### src/rtl/hall_call_dispatcher.sv
// Hall-call front end: debounces the hall buttons, holds pending calls and lamps,
// and serializes eligible calls into single-cycle floor requests for the lift.
module hall_call_dispatcher #(
  parameter int                  NUM_FLOORS      = 11,
  parameter int                  FLOOR_W         = 4,
  parameter logic [FLOOR_W-1:0]  IDLE_CODE       = 4'hF,
  parameter int                  DEBOUNCE_CYCLES = 3,
  parameter int                  SERVICE_HOLD    = 2
) (
  input  logic                  clk,
  input  logic                  rst,
  input  logic [NUM_FLOORS-1:0] hall_btn,
  input  logic [FLOOR_W-1:0]    lift_floor,
  input  logic [1:0]            lift_motor,
  output logic [FLOOR_W-1:0]    floorReq,
  output logic [NUM_FLOORS-1:0] hall_lamp,
  output logic                  req_busy
);

  localparam int                 DCNT_W  = $clog2(DEBOUNCE_CYCLES + 1);
  localparam int                 SCNT_W  = $clog2(SERVICE_HOLD + 1);
  localparam logic [DCNT_W-1:0]  DEB_MAX = DCNT_W'(DEBOUNCE_CYCLES);
  localparam logic [SCNT_W-1:0]  SRV_MAX = SCNT_W'(SERVICE_HOLD);
  localparam logic [FLOOR_W-1:0] FLOORS  = FLOOR_W'(NUM_FLOORS);

  typedef enum logic [1:0] {
    ST_IDLE  = 2'd0,
    ST_SCAN  = 2'd1,
    ST_ISSUE = 2'd2,
    ST_GAP   = 2'd3
  } state_t;

  logic [DCNT_W-1:0]     deb_cnt_r [NUM_FLOORS];
  logic [DCNT_W-1:0]     deb_cnt_s [NUM_FLOORS];
  logic [NUM_FLOORS-1:0] deb_lvl_r, deb_lvl_s, rise_s;
  logic [SCNT_W-1:0]     srv_cnt_r, srv_cnt_s;
  logic [FLOOR_W-1:0]    prev_floor_r;
  logic                  stat_s;
  logic [NUM_FLOORS-1:0] cancel_s;
  logic [NUM_FLOORS-1:0] pending_r, pending_s, issued_r, issued_s;
  logic [NUM_FLOORS-1:0] elig_s, sel_oh_s;
  logic                  issue_fire_s, found_s;
  state_t                state_r;
  logic [FLOOR_W-1:0]    sel_r, ptr_r, pick_s, floor_req_r;
  logic                  sel_vld_r;

  // Floor index advanced by offs, wrapping at NUM_FLOORS.
  function automatic logic [FLOOR_W-1:0] wrap_add(input logic [FLOOR_W-1:0] base, input int offs);
    logic [FLOOR_W:0] sum;
    sum = {1'b0, base} + (FLOOR_W+1)'(offs);
    if (sum >= (FLOOR_W+1)'(NUM_FLOORS)) begin
      sum = sum - (FLOOR_W+1)'(NUM_FLOORS);
    end
    return sum[FLOOR_W-1:0];
  endfunction

  // Per-floor debounce: saturating run length of high samples, rise detect
  always_comb begin
    deb_cnt_s = '{default: '0};
    deb_lvl_s = '0;
    for (int f = 0; f < NUM_FLOORS; f++) begin
      if (!hall_btn[f]) begin
        deb_cnt_s[f] = '0;
      end else if (deb_cnt_r[f] == DEB_MAX) begin
        deb_cnt_s[f] = DEB_MAX;
      end else begin
        deb_cnt_s[f] = deb_cnt_r[f] + DCNT_W'(1);
      end
      deb_lvl_s[f] = (deb_cnt_s[f] == DEB_MAX);
    end
    rise_s = deb_lvl_s & ~deb_lvl_r;
  end

  // Stationary-at-floor run length and the cancel mask it produces
  always_comb begin
    stat_s = (lift_motor == 2'b00) && (lift_floor < FLOORS) && (lift_floor == prev_floor_r);
    if (!stat_s) begin
      srv_cnt_s = '0;
    end else if (srv_cnt_r == SRV_MAX) begin
      srv_cnt_s = SRV_MAX;
    end else begin
      srv_cnt_s = srv_cnt_r + SCNT_W'(1);
    end
    cancel_s = '0;
    for (int f = 0; f < NUM_FLOORS; f++) begin
      cancel_s[f] = (srv_cnt_s == SRV_MAX) && (lift_floor == FLOOR_W'(f));
    end
  end

  // Round-robin pick from the pointer and qualification of the issue slot
  always_comb begin
    elig_s   = pending_r & ~issued_r;
    pick_s   = '0;
    found_s  = 1'b0;
    sel_oh_s = '0;
    for (int i = 0; i < NUM_FLOORS; i++) begin
      if (!found_s && elig_s[wrap_add(ptr_r, i)]) begin
        pick_s  = wrap_add(ptr_r, i);
        found_s = 1'b1;
      end else begin
        found_s = found_s;
      end
    end
    for (int f = 0; f < NUM_FLOORS; f++) begin
      sel_oh_s[f] = (sel_r == FLOOR_W'(f));
    end
    // A call cancelled between SCAN and ISSUE is dropped silently.
    issue_fire_s = (state_r == ST_ISSUE) && sel_vld_r && (|(pending_r & sel_oh_s));
  end

  // Next pending/issued vectors; cancel overrides both set sources
  always_comb begin
    pending_s = (pending_r | rise_s) & ~cancel_s;
    if (issue_fire_s) begin
      issued_s = (issued_r | sel_oh_s) & ~cancel_s;
    end else begin
      issued_s = issued_r & ~cancel_s;
    end
  end

  // Debounce, service and call-state registers
  always_ff @(posedge clk or negedge rst) begin
    if (!rst) begin
      deb_cnt_r    <= '{default: '0};
      deb_lvl_r    <= '0;
      srv_cnt_r    <= '0;
      prev_floor_r <= '0;
      pending_r    <= '0;
      issued_r     <= '0;
    end else begin
      deb_cnt_r    <= deb_cnt_s;
      deb_lvl_r    <= deb_lvl_s;
      srv_cnt_r    <= srv_cnt_s;
      prev_floor_r <= lift_floor;
      pending_r    <= pending_s;
      issued_r     <= issued_s;
    end
  end

  // Dispatch FSM with registered floor request
  always_ff @(posedge clk or negedge rst) begin
    if (!rst) begin
      state_r     <= ST_IDLE;
      sel_r       <= '0;
      sel_vld_r   <= 1'b0;
      ptr_r       <= '0;
      floor_req_r <= IDLE_CODE;
    end else begin
      case (state_r)
        ST_IDLE: begin
          floor_req_r <= IDLE_CODE;
          if (|elig_s) begin
            state_r <= ST_SCAN;
          end else begin
            state_r <= ST_IDLE;
          end
        end
        ST_SCAN: begin
          floor_req_r <= IDLE_CODE;
          sel_r       <= pick_s;
          sel_vld_r   <= found_s;
          state_r     <= ST_ISSUE;
        end
        ST_ISSUE: begin
          if (issue_fire_s) begin
            floor_req_r <= sel_r;
            ptr_r       <= wrap_add(sel_r, 1);
          end else begin
            floor_req_r <= IDLE_CODE;
          end
          state_r <= ST_GAP;
        end
        ST_GAP: begin
          floor_req_r <= IDLE_CODE;
          state_r     <= ST_IDLE;
        end
        default: begin
          floor_req_r <= IDLE_CODE;
          state_r     <= ST_IDLE;
        end
      endcase
    end
  end

  assign floorReq  = floor_req_r;
  assign hall_lamp = pending_r;
  assign req_busy  = (state_r != ST_IDLE);

endmodule

### config.mk
export PLATFORM = sky130hd
export DESIGN_NAME = hall_call_dispatcher
export DESIGN_NICKNAME = d
export VERILOG_FILES = /design/src/rtl/hall_call_dispatcher.sv
export SDC_FILE = /design/constraint.sdc
export NUM_CORES = 1
export LEC_CHECK = 0
export BUFFER_PORTS_ARGS = -buffer_cell sky130_fd_sc_hd__clkbuf_2
export CORE_MARGIN = 4
export CORE_UTILIZATION = 55
export CTS_CLUSTER_SIZE = 12
export DETAILED_ROUTE_END_ITERATION = 16
export PLACE_DENSITY = 0.73
export SLEW_MARGIN = 20
export SYNTH_ARGS = -nofsm -noshare
export SYNTH_HDL_FRONTEND = slang
export SYNTH_SLANG_ARGS = --single-unit
### constraint.sdc
create_clock -name clk -period 6.7 [get_ports clk]
set_input_delay 0.335 -clock clk [delete_from_list [all_inputs] [get_ports clk]]
set_output_delay 0.335 -clock clk [all_outputs]
set_load 0.02 [all_outputs]
# == Yosys cells after proc, flatten, opt, wreduce, memory -nomap -nowiden ==
# Index checks and enable logic that the tools add are counted.
# op_classes
addsub,35
order_cmp,24
eq_ne,48
mux,85
bitwise_logic,11
n_reduce_logical,44
# op_table
operator,n
$mux 4,24
$and 11x11->11,6
$ge 5x4->1 const B,11
$lt 4x5->1 const B,11
$eq 2x2->1 const B,26
$mux 2,24
$sub 4x4->4 const B,12
$bmux 1 s4,11
$not 11->11,3
$eq 4x3->1 const B,8
$logic_and 1x1->1,25
$add 2x1->2 const B,12
$eq 4x4->1 const B,6
$mux 1,23
$or 11x11->11,2
$reduce_or 11->1,2
$add 4x3->5 const B,4
$eq 4x2->1 const B,4
$add 4x4->5 const B,3
$mux 11,1
$add 4x1->5 const B,2
$add 4x2->5 const B,2
$logic_not 1->1,10
$eq 4x1->1 const B,2
11 further kinds,13
# word_totals
regBits,76
input_bits,19
wordCells,268

# == Longest topological paths before layout ==
# Gate-level depths: netlist of run 1.
# depth
ltp_word,35
depth_mapped,21

# == Worst setup path before layout of run 1 ==
# OpenSTA, ideal clock, no wires.
# synth_timing
path_kind,register -> register
startpoint,register ptr_r[0]
endpoint,register sel_r[0]
setup_ns,0.084
arrival_ns,4.243
path_slack_ns,2.373
path_stages_with_launch,20
path_buffers,7
period_less_slack_ns,4.327
path_cell_list,dfrtp_1 > buf_6 > buf_6 > inv_2 > buf_2 > buf_1 > ha_1 > buf_4 > buf_2 > buf_4 > nor2_1 > o22ai_1 > a221oi_2 > mux4_2 > a22oi_1 > mux2i_1 > and3_4 > a221oi_1 > a21oi_1 > a41oi_2
# synth_via
elab_chain_len,35
# synth_lines
element,line_no,source
"start, declared",44,"logic [FLOOR_W-1:0] sel_r, ptr_r, pick_s, floor_req_r;"
"start signal, assigned",167,"ptr_r <= wrap_add(sel_r, 1);"
branches (longest 34 deep; another with $add 4x1->5),n/a,
$mux 4 (*),97,"if (!found_s && elig_s[wrap_add(ptr_r, i)]) begin"
"end signal, assigned",160,sel_r <= pick_s;
"end, declared",44,
# Mark *: on every way between the ends. The select of a mux whose other input is x is not followed.
# A chain may end at the register's enable or synchronous reset.

# == Final worst setup path of run 1 ==
# layout_timing
startpoint,register ptr_r[0]
endpoint,register sel_r[2]
# The elaborated chain is that of the path after synthesis.

==> impl_metrics.json, run 1 <==
{
  "hold_buffers": 0,
  "std_cell_rows": 42,
  "first_global_vias": 6947,
  "area_growth_pct": 5.33,
  "min_period_ps": 4930,
  "period_share_pct": 73.6,
  "synth.net_count": 956,
  "cap_violations": 0,
  "vias_per_cell": 6.69,
  "worstSetupEndpointType": "flip-flop",
  "pre_cts_ws_ps": 1910,
  "vias": 7299,
  "critPathMaxStageDelay_ps": 770,
  "cts-root-buf": "clkbuf_16",
  "numCtsBuffers": 9,
  "crit_type": "reg -> reg",
  "critPathLaunchType": "flip-flop",
  "min_path_type": "in -> async",
  "fmax_mhz": 203,
  "cp.required_ps": 6920,
  "ctsResizeCount": 0,
  "synth-simple-area-share_pct": 22.9,
  "dr.pass1.iters": 5,
  "cts_sinks": 76,
  "synth_edf_count": 0,
  "synth_top_cell_by_area": "dfrtp_1",
  "synth_top_family_by_area": "compound AO/OA/AOI/OAI gates",
  "layout-drive-gt1-share_pct": 14.6,
  "crit_path_top_delay_cell": "ha_1",
  "grt_max_degree": 77,
  "synth_xor_area_share_pct": 4.68,
  "core_sq_mm": 0.0134,
  "setup_viol": 0,
  "syn_avg_cell_area_sq_um": 8.37,
  "start_util_pct": 56.9,
  "async_flop_share_pct": 100,
  "setup_ws_ps": 1770,
  "antenna_found_initial": 0,
  "drtIter0Drc": 933,
  "cts_setup_buffers": 0,
  "io_buffers": 34,
  "fin_setup_tns_ps": 0,
  "seq_area_frac_synth_pct": 25.0,
  "tritoncts": "yes",
  "critPathArrivalTime_ps": 5150,
  "yosysTopAreaCellShare_pct": 23.6,
  "p_leak_nw": 3.18,
  "syn_area_sq_mm": 0.00763,
  "antenna_left": 0,
  "antenna_cells_inserted": 0,
  "rsz0062_at_grt": "false",
  "place_hpwl_um": 16500,
  "ys.flop_type": "dfrtp_1",
  "p_total_mw": 4.36,
  "drc": 0,
  "h-tree-depth": 3,
  "worstPathCellList": "buf_4 -> inv_2 -> ha_1 -> buf_4 -> or3b_2 -> a22oi_1 -> o31ai_1 -> a22oi_1 -> a41o_1 -> a311oi_2 -> and4_1 -> and3b_1 -> and2b_2 -> a22oi_1 -> a221oi_1 -> nor2_1",
  "pwr_density_cell_mw_per_mm2": 543,
  "io_pins": 35,
  "slew_violations": 0,
  "clkTransAtPathRegs_ps": 60,
  "gpl.final_weighted_congestion": 1.05,
  "die_h_um": 126,
  "fin_skew_ps": 5.73,
  "synth-seq-cells": 76,
  "die_w_um": 126,
  "die_area_sq_mm": 0.0158,
  "syn-instance-count": 911,
  "synthAdderAreaFrac_pct": 4.27,
  "synth_cell_type_count": 102,
  "vdd_drop_max_mv": 0.208,
  "synth_compound_gate_area_share_pct": 28.6,
  "clock_latency_ps": 340,
  "cts_buffer_depth": 2,
  "overflow": 0,
  "status": "complete, no violations",
  "wire_per_inst_um": 21.1,
  "relSlewSlack_pct": 24.3,
  "grtUsageTotal_pct": 28.8,
  "yosys_warnings": 0,
  "layout_common_cells": "a21oi_1 (73), dfrtp_1 (71), nor2_1 (68), nand2_1 (63), o21ai_0 (47)",
  "final_common_cell": "a21oi_1",
  "grt_pass1_wl_um": 36800,
  "path_max_fanout": 29,
  "worstMarginPinSlew_ps": 1130,
  "cp_common_cell": "a22oi_1",
  "nets": 955,
  "finalHoldViolCount": 0,
  "netlist_top_cells_area": "dfrtp_1 (24%), a21oi_1 (4.8%), ha_1 (4.3%), mux2i_1 (4.1%), nor2_1 (3.3%)",
  "routed_wirelength_um": 23000,
  "yosys-mux-area-fraction_pct": 7.46
}
==> state kept, by name, summed over array words and instances, names as in the netlist <==
signal / count
sel_vld_r: 1
srv_cnt_r: 2
ptr_r: 4
deb_lvl_r: 11
deb_cnt_r: 22
sel_r: 4
state_r: 2
hall_lamp: 11
floorReq: 4
prev_floor_r: 4
issued_r: 11
==> power by group <==
group / switching [mW] / internal, mW
sequential: 0.0591 / 0.514
combinational: 2.09 / 1.24
clock: 0.200 / 0.255
==> final timing paths <==
kind,cells past startpoint,slack (ps),end,from
setup / recovery,16,1770,sel_r[2]$_DFFE_PN0N_,ptr_r[0]$_DFFE_PN0P_
hold / removal,1,120,deb_cnt_r[3]$_DFF_PN0_,rst
setup reg to reg,16,1770,sel_r[2]$_DFFE_PN0N_,ptr_r[0]$_DFFE_PN0P_
hold reg to reg,1,450,deb_cnt_r[4]$_DFF_PN0_,deb_cnt_r[4]$_DFF_PN0_
max in group asynchronous,1,5920,ptr_r[0]$_DFFE_PN0P_,rst
min in group clk,1,190,prev_floor_r[0]$_DFF_PN0_,lift_floor[0]
==> per-stage QoR <==
| step | hold WS [ps] | area [sq um] | instances | util, % |
|---|---|---|---|---|
| floorplan | 39.4 | 7630 | 911 | - |
| global placement | 443 | 7750 | 1075 | 57.8 |
| detailed placement | 455 | 7750 | 1075 | 57.8 |
| CTS | 165 | 8030 | 1091 | 60.0 |
| global route | 198 | 8030 | 1091 | 60.0 |
| finish | 121 | 8030 | 1091 | 60.0 |
==> layout make-up <==
cell class | instances | area [sq um]
Timing Repair Buffer | 48 | 278
Clock inverter | 7 | 57.6
Fill cell | 1202 | 5370
Clock buffer | 9 | 225
Tap cell | 176 | 220
Sequential cell | 76 | 1910
Multi-Input combinational cell | 731 | 5180
Inverter | 44 | 165
==> Yosys cell counts (15+ instances only) <==
cell type  instances
nor2b_1           23
ha_1              26
mux2i_1           31
a31oi_1           15
a211oi_1          16
inv_1             40
dfrtp_1           72
o21ai_0           47
nand2b_1          26
xnor2_1           21
nand3_1           25
o21a_1            17
and2_1            16
o211ai_1          15
a21oi_1           73
nor2_1            68
nand2_1           63
buf_2             15
clkbuf_1          20
nor3_1            21
==> critical path: cells and delay by family, from the launching register on <==
| family | cells | cell delay, ps |
|---|---|---|
| AOI/OAI and AO/OA | 7 | 1460 |
| and+or+nand+nor | 5 | 1100 |
| buffers and inverters | 3 | 1080 |
| adders and majority gates | 1 | 770 |
| DFF | 1 | 360 |
==> layer usage <==
metal / track usage, % / wire, um / vias to the layer above / share of wire (%)
li1: - / - / 3358 / -
met1: 37.1 / 8990 / 3421 / 39
met2: 45.7 / 10200 / 415 / 44
met3: 5.63 / 2390 / 105 / 10
met4: 16.0 / 1380 / 0 / 6.0
met5: 0 / 0 / - / 0
==> logic make-up after synthesis <==
| family | after synthesis |
|---|---|
| DFF | 76 |
| adders and majority gates | 26 |
| xor gates and xnor gates | 33 |
| AOI/OAI and AO/OA | 306 |
| buffers and inverters | 104 |
| and+or+nand+nor | 320 |
| muxes | 46 |
Power figures use the tool's default switching activity.
==> run 2, diff against run 1 <==
Settings changed: PLACE_DENSITY 0.73 to 0.75.
Clock period 6.7 ns to 4.2 ns, I/O delays scaled along.
==> run 2 against run 1 <==
Net effect:
- non-clock buffer count rose by 56
- first-iteration DRC count fell by 10%
- critical endpoint unchanged
- core utilization rose by 4.0 points
==> impl_metrics.json, run 2 (synthesis gave the netlist of run 1 again) <==
{
  "status": "complete, no violations",
  "power.switching_mw": 3.97,
  "first_global_vias": 7144,
  "r2r_slack_ps": 70,
  "layout_common_cells": "a21oi_1 (72), dfrtp_1 (71), nor2_1 (68), buf_4 (68), nand2_1 (63)",
  "slew_violations": 0,
  "crit_type": "reg -> reg",
  "finalHoldViolCount": 0,
  "vias_per_cell": 6.67,
  "io_buffers": 34,
  "worstMarginPinSlew_ps": 1010,
  "setup_ws_ps": 69.8,
  "critPathLaunch": "ptr_r[1]$_DFFE_PN0P_",
  "die_w_um": 126,
  "final_common_cell": "a21oi_1",
  "worstSetupEndpointType": "flip-flop",
  "antenna_found_initial": 0,
  "overflow": 0,
  "placed_cell_area_sq_mm": 0.00819,
  "die_h_um": 126,
  "worstPathCellList": "buf_4 -> ha_1 -> buf_12 -> xnor2_4 -> a32oi_1 -> o32ai_2 -> nor3b_1 -> a211oi_1 -> a211oi_4 -> a41o_1 -> mux2_2 -> a31oi_1 -> o21ai_0 -> a221oi_1 -> nor2_1",
  "crit_path_top_delay_cell": "a211oi_1",
  "top_register": "deb_cnt_r",
  "p_total_mw": 7.76,
  "fin_cells": 1147,
  "min_path_type": "in -> async",
  "path_max_fanout": 15,
  "power_switching_share_pct": 51.1,
  "wire_per_inst_um": 21.6,
  "core_sq_mm": 0.0134,
  "clkTransAtPathRegs_ps": 70,
  "crit_family": "compound AO/OA/AOI/OAI gates",
  "grtUsageTotal_pct": 30.3,
  "nets": 1011,
  "routed_wirelength_um": 24700,
  "drc": 0,
  "min_period_ps": 4130,
  "dr.pass1.iters": 7,
  "critPathMaxStageDelay_ps": 530,
  "rsz0062_at_grt": "true",
  "p_leak_nw": 3.50,
  "die_area_sq_mm": 0.0158,
  "clock_latency_ps": 340,
  "worstReg2RegEnd": "sel_r[2]$_DFFE_PN0N_",
  "rr_worst_depth": 15,
  "crit_buf_inv": 2,
  "period_share_pct": 98.3,
  "pwr-share-comb_pct": 77.0,
  "critPathArrivalTime_ps": 4350,
  "vdd_drop_max_mv": 0.520,
  "antenna_cells_inserted": 0,
  "cts_buffer_depth": 2,
  "start_util_pct": 56.9,
  "grt_max_degree": 77,
  "vias": 7650,
  "gpl.final_weighted_congestion": 1.05,
  "tritoncts": "yes",
  "final_util_pct": 63.9,
  "area_growth_pct": 12.4,
  "pre_cts_ws_ps": 66.2,
  "cap_violations": 0,
  "place_hpwl_um": 18400,
  "seq_power_share_pct": 12.1,
  "antenna_left": 0,
  "hold_buffers": 0,
  "relSlewSlack_pct": 31.9,
  "cp.required_ps": 4420,
  "fillers": 1161,
  "fin_skew_ps": 11.4,
  "grt_pass1_wl_um": 38400,
  "critPathLaunchType": "flip-flop",
  "timing.rr.start": "ptr_r[1]$_DFFE_PN0P_",
  "cts-root-buf": "clkbuf_16",
  "largest_register_ffs": 22,
  "pwr_density_cell_mw_per_mm2": 906,
  "final_area_sq_mm": 0.00857,
  "layout-drive-gt1-share_pct": 20.0,
  "dp_cells": 1128,
  "clock_power_share_pct": 10.9,
  "setup_viol": 0,
  "io_pins": 35,
  "p_int_mw": 3.79,
  "numCtsBuffers": 9,
  "cts_sinks": 76,
  "h-tree-depth": 3,
  "fmax_mhz": 242,
  "drtIter0Drc": 839,
  "std_cell_rows": 42
}
run 2: changes by cell type in the layout (fill, tap and decap cells not counted), moves of 2 or more:
cell,delta
bufinv_16,+2
inv_6,+2
buf_4,+53
buf_12,+3
run 2: per-layer routing:
layer  GRT usage [%]  vias to the layer above  part of all wire (%)
met5               0                        -                     0
met4            17.1                        0                   6.8
met3            7.15                      122                    10
met2            47.7                      475                    44
met1            38.4                     3580                    39
li1                -                     3473                     -
run 2: worst register-to-register path, delay by kind of cell (launching register included):
kind                       cells  cell delay (ps)
xor gates and xnor gates       1              320
and+or+nand+nor                2              180
AOI/OAI and AO/OA              8             2180
DFF                            1              420
muxes                          1              260
buffers and inverters          2              390
adders and majority gates      1              280
run 2: timing repair:
| action | 4_1_cts | 5_1_grt |
|---|---|---|
| setup buffers | 0 | 3 |
| gates resized for setup | 0 | 7 |
| endpoints found under the setup margin | 0 | 4 |
run 2: worst max path at each step:
stage | depth (start not counted) | slack (ps) | end
2_1_floorplan | 19 | 20 | sel_r[0]$_DFFE_PN0N_
3_3_place_gp | 16 | 120 | sel_r[2]$_DFFE_PN0N_
3_5_place_dp | 16 | 70 | sel_r[2]$_DFFE_PN0N_
4_1_cts | 16 | 50 | sel_r[2]$_DFFE_PN0N_
5_1_grt | 16 | -20 | sel_r[2]$_DFFE_PN0N_
6_report | 15 | 70 | sel_r[2]$_DFFE_PN0N_
run 2: final cells by class:
class	instances	area [sq um]	area share [%]
multi-input cells	731	5210	60.8
flip-flops and latches	76	1910	22.3
repair buffers	104	736	8.59
clock buffers	9	225	2.63
well taps	176	220	2.57
inverters	44	166	1.94
clock inverters	7	103	1.20
run 2: power by group through the flow:
| stage | sequential (mW) | clock (mW) | combinational, mW |
|---|---|---|---|
| after floorplan | 0.898 | 0 | 4.24 |
| after global placement | 0.941 | 0 | 5.68 |
| after detailed placement | 0.945 | 0 | 5.69 |
| after CTS | 0.933 | 0.857 | 5.72 |
| after global routing | 0.947 | 0.893 | 6.37 |
| final | 0.937 | 0.849 | 5.98 |
run 2: metrics by stage:
stage | setup TNS (ps) | hold slack [ps]
floorplan | 0 | -85.6
global placement | 0 | 408
detailed placement | 0 | 402
CTS | 0 | 46.2
global route | -21.0 | 83.3
finish | 0 | 9.69
==> run 3, diff against run 2 <==
Settings changed: CELL_PAD_IN_SITES_DETAIL_PLACEMENT set to 2, CELL_PAD_IN_SITES_GLOBAL_PLACEMENT set to 2, CORE_UTILIZATION 55 to 35, PLACE_DENSITY 0.75 to not set, PLACE_DENSITY_LB_ADDON set to 0.1.
==> run 3 against run 2 <==
Net effect:
- count of clock-buffer cells in the layout grew 1
- highest routed layer unchanged
- combinational power grew 11%
- routed wire length grew 35%
- worst setup slack lost 16 ps
- critical path depth grew 2
- cell count grew 9.9%
- clock skew shrank 0.71 ps
- design area grew 3.7%
- hold slack gained 10 ps
- die area grew 53%
- power grew 7.8%
==> impl_metrics.json, run 3 (synthesis gave the netlist of run 1 again) <==
{
  "vias_per_cell": 6.15,
  "power.switching_mw": 4.43,
  "timing.rr.start": "ptr_r[1]$_DFFE_PN0P_",
  "cts_sinks": 76,
  "fmax_mhz": 241,
  "final_util_pct": 41.9,
  "io_pins": 35,
  "layout-drive-gt1-share_pct": 22.4,
  "h-tree-depth": 3,
  "top_register": "deb_cnt_r",
  "setup_ws_ps": 54.0,
  "fin_setup_tns_ps": 0,
  "grtUsageTotal_pct": 27.4,
  "clkTransAtPathRegs_ps": 70,
  "min_period_ps": 4150,
  "crit_path_top_delay_cell": "dfrtp_2",
  "nets": 1025,
  "slew_violations": 0,
  "worstMarginPinSlew_ps": 983,
  "place_hpwl_um": 25200,
  "crit_family": "compound AO/OA/AOI/OAI gates",
  "numCtsBuffers": 9,
  "drc": 0,
  "die_w_um": 156,
  "placed_cell_area_sq_mm": 0.00841,
  "rr_worst_depth": 17,
  "overflow": 0,
  "path_max_fanout": 15,
  "wire_per_inst_um": 26.5,
  "register_area_sq_mm": 0.00191,
  "antenna_found_initial": 0,
  "vdd_drop_max_mv": 0.238,
  "pwr_density_cell_mw_per_mm2": 942,
  "grt_pass1_wl_um": 51500,
  "die_h_um": 156,
  "start_util_pct": 35.9,
  "dp_cells": 1237,
  "setup_viol": 0,
  "cts_buffer_depth": 2,
  "power_switching_share_pct": 52.9,
  "vias": 7743,
  "period_share_pct": 98.7,
  "routed_wirelength_um": 33400,
  "std_cell_rows": 53,
  "final_common_cell": "buf_4",
  "cp.required_ps": 4430,
  "worstReg2RegEnd": "sel_r[2]$_DFFE_PN0N_",
  "area_growth_pct": 16.5,
  "cts-root-buf": "clkbuf_16",
  "layout_common_cells": "buf_4 (79), a21oi_1 (73), dfrtp_1 (70), nor2_1 (67), nand2_1 (63)",
  "drtIter0Drc": 495,
  "p_leak_nw": 3.57,
  "finalHoldViolCount": 0,
  "antenna_left": 0,
  "dr.pass1.iters": 5,
  "worstSetupEndpointType": "flip-flop",
  "hold_buffers": 0,
  "fin_skew_ps": 10.7,
  "final_area_sq_mm": 0.00888,
  "r2r_slack_ps": 50,
  "crit_buf_inv": 5,
  "worstPathCellList": "buf_12 -> ha_1 -> buf_4 -> xor2_2 -> buf_6 -> o31ai_1 -> o32ai_4 -> buf_4 -> a211oi_2 -> a211oi_2 -> buf_4 -> a41o_1 -> mux2_2 -> a31oi_1 -> o21ai_0 -> a221oi_1 -> nor2_1",
  "io_buffers": 34,
  "pre_cts_ws_ps": -382,
  "first_global_vias": 8458,
  "holdWs_ps": 19.8,
  "seq_power_share_pct": 11.3,
  "pwr-share-comb_pct": 79.1,
  "tritoncts": "yes",
  "grt_max_degree": 77,
  "crit_type": "reg -> reg",
  "critPathArrivalTime_ps": 4370,
  "status": "complete, no violations",
  "antenna_cells_inserted": 0,
  "gpl.final_weighted_congestion": 0.956,
  "fillers": 2399,
  "cp_common_cell": "buf_4",
  "clock_latency_ps": 340,
  "rsz0062_at_grt": "true",
  "cap_violations": 0,
  "critPathLaunchType": "flip-flop",
  "critPathMaxStageDelay_ps": 460,
  "p_total_mw": 8.37,
  "largest_register_ffs": 22,
  "min_path_type": "in -> async",
  "p_int_mw": 3.94,
  "fin_cells": 1260,
  "relSlewSlack_pct": 34.5,
  "multi_input_area_sq_mm": 0.00528,
  "die_area_sq_mm": 0.0242,
  "core_sq_mm": 0.0212,
  "clock_power_share_pct": 9.7
}
==> run 3: changes by cell type in the layout (fill, tap and decap cells not counted), moves of 2 or more <==
cell / before / now
a211oi_1: 16 / 13
a211oi_2: 1 / 5
a221oi_2: 0 / 2
buf_4: 68 / 79
clkinvlp_4: 1 / 3
ha_1: 26 / 24
inv_6: 4 / 2
==> run 3: area by class of cell <==
| cell class | instances | area share, % |
|---|---|---|
| timing repair buffer | 118 | 9.85 |
| multi-input combinational | 731 | 59.4 |
| inverter | 44 | 1.89 |
| sequential | 76 | 21.5 |
| clock inverter | 6 | 0.789 |
| tap | 275 | 3.87 |
| clock buffer | 10 | 2.69 |
==> run 3: power by group through the flow <==
stage	clock network [mW]	registers (mW)	logic, mW
CTS	0.826	0.939	6.37
floorplan	0	0.898	4.24
global route	0.862	0.956	7.08
detailed placement	0	0.949	6.23
global placement	0	0.940	6.01
finish	0.808	0.944	6.62
==> run 3: how the worst max path moves through the flow <==
stage / startpoint / endpoint / slack [ps] / depth (start not counted)
floorplan: ptr_r[0]$_DFFE_PN0P_ / sel_r[0]$_DFFE_PN0N_ / 20 / 19
global placement: ptr_r[1]$_DFFE_PN0P_ / sel_r[2]$_DFFE_PN0N_ / -360 / 16
detailed placement: ptr_r[1]$_DFFE_PN0P_ / sel_r[2]$_DFFE_PN0N_ / -380 / 16
CTS: ptr_r[1]$_DFFE_PN0P_ / sel_r[2]$_DFFE_PN0N_ / 20 / 16
global route: ptr_r[1]$_DFFE_PN0P_ / sel_r[2]$_DFFE_PN0N_ / -70 / 16
finish: ptr_r[1]$_DFFE_PN0P_ / sel_r[2]$_DFFE_PN0N_ / 50 / 17
==> run 3: timing repair <==
action,in CTS,in global routing
pin swaps,1,2
resized for setup,6,16
endpoints found under the hold margin,0,0
gates cloned,0,1
setup endpoints to repair,4,4
setup buffers,3,3
==> run 3: per-layer routing <==
metal / up-vias / global-route usage, % / routed length, um
met1: 3981 / 34.2 / 14000
li1: 3480 / - / -
met2: 199 / 47.5 / 16200
met3: 83 / 3.55 / 1470
met4: 0 / 12.0 / 1620
met5: - / 0 / 0
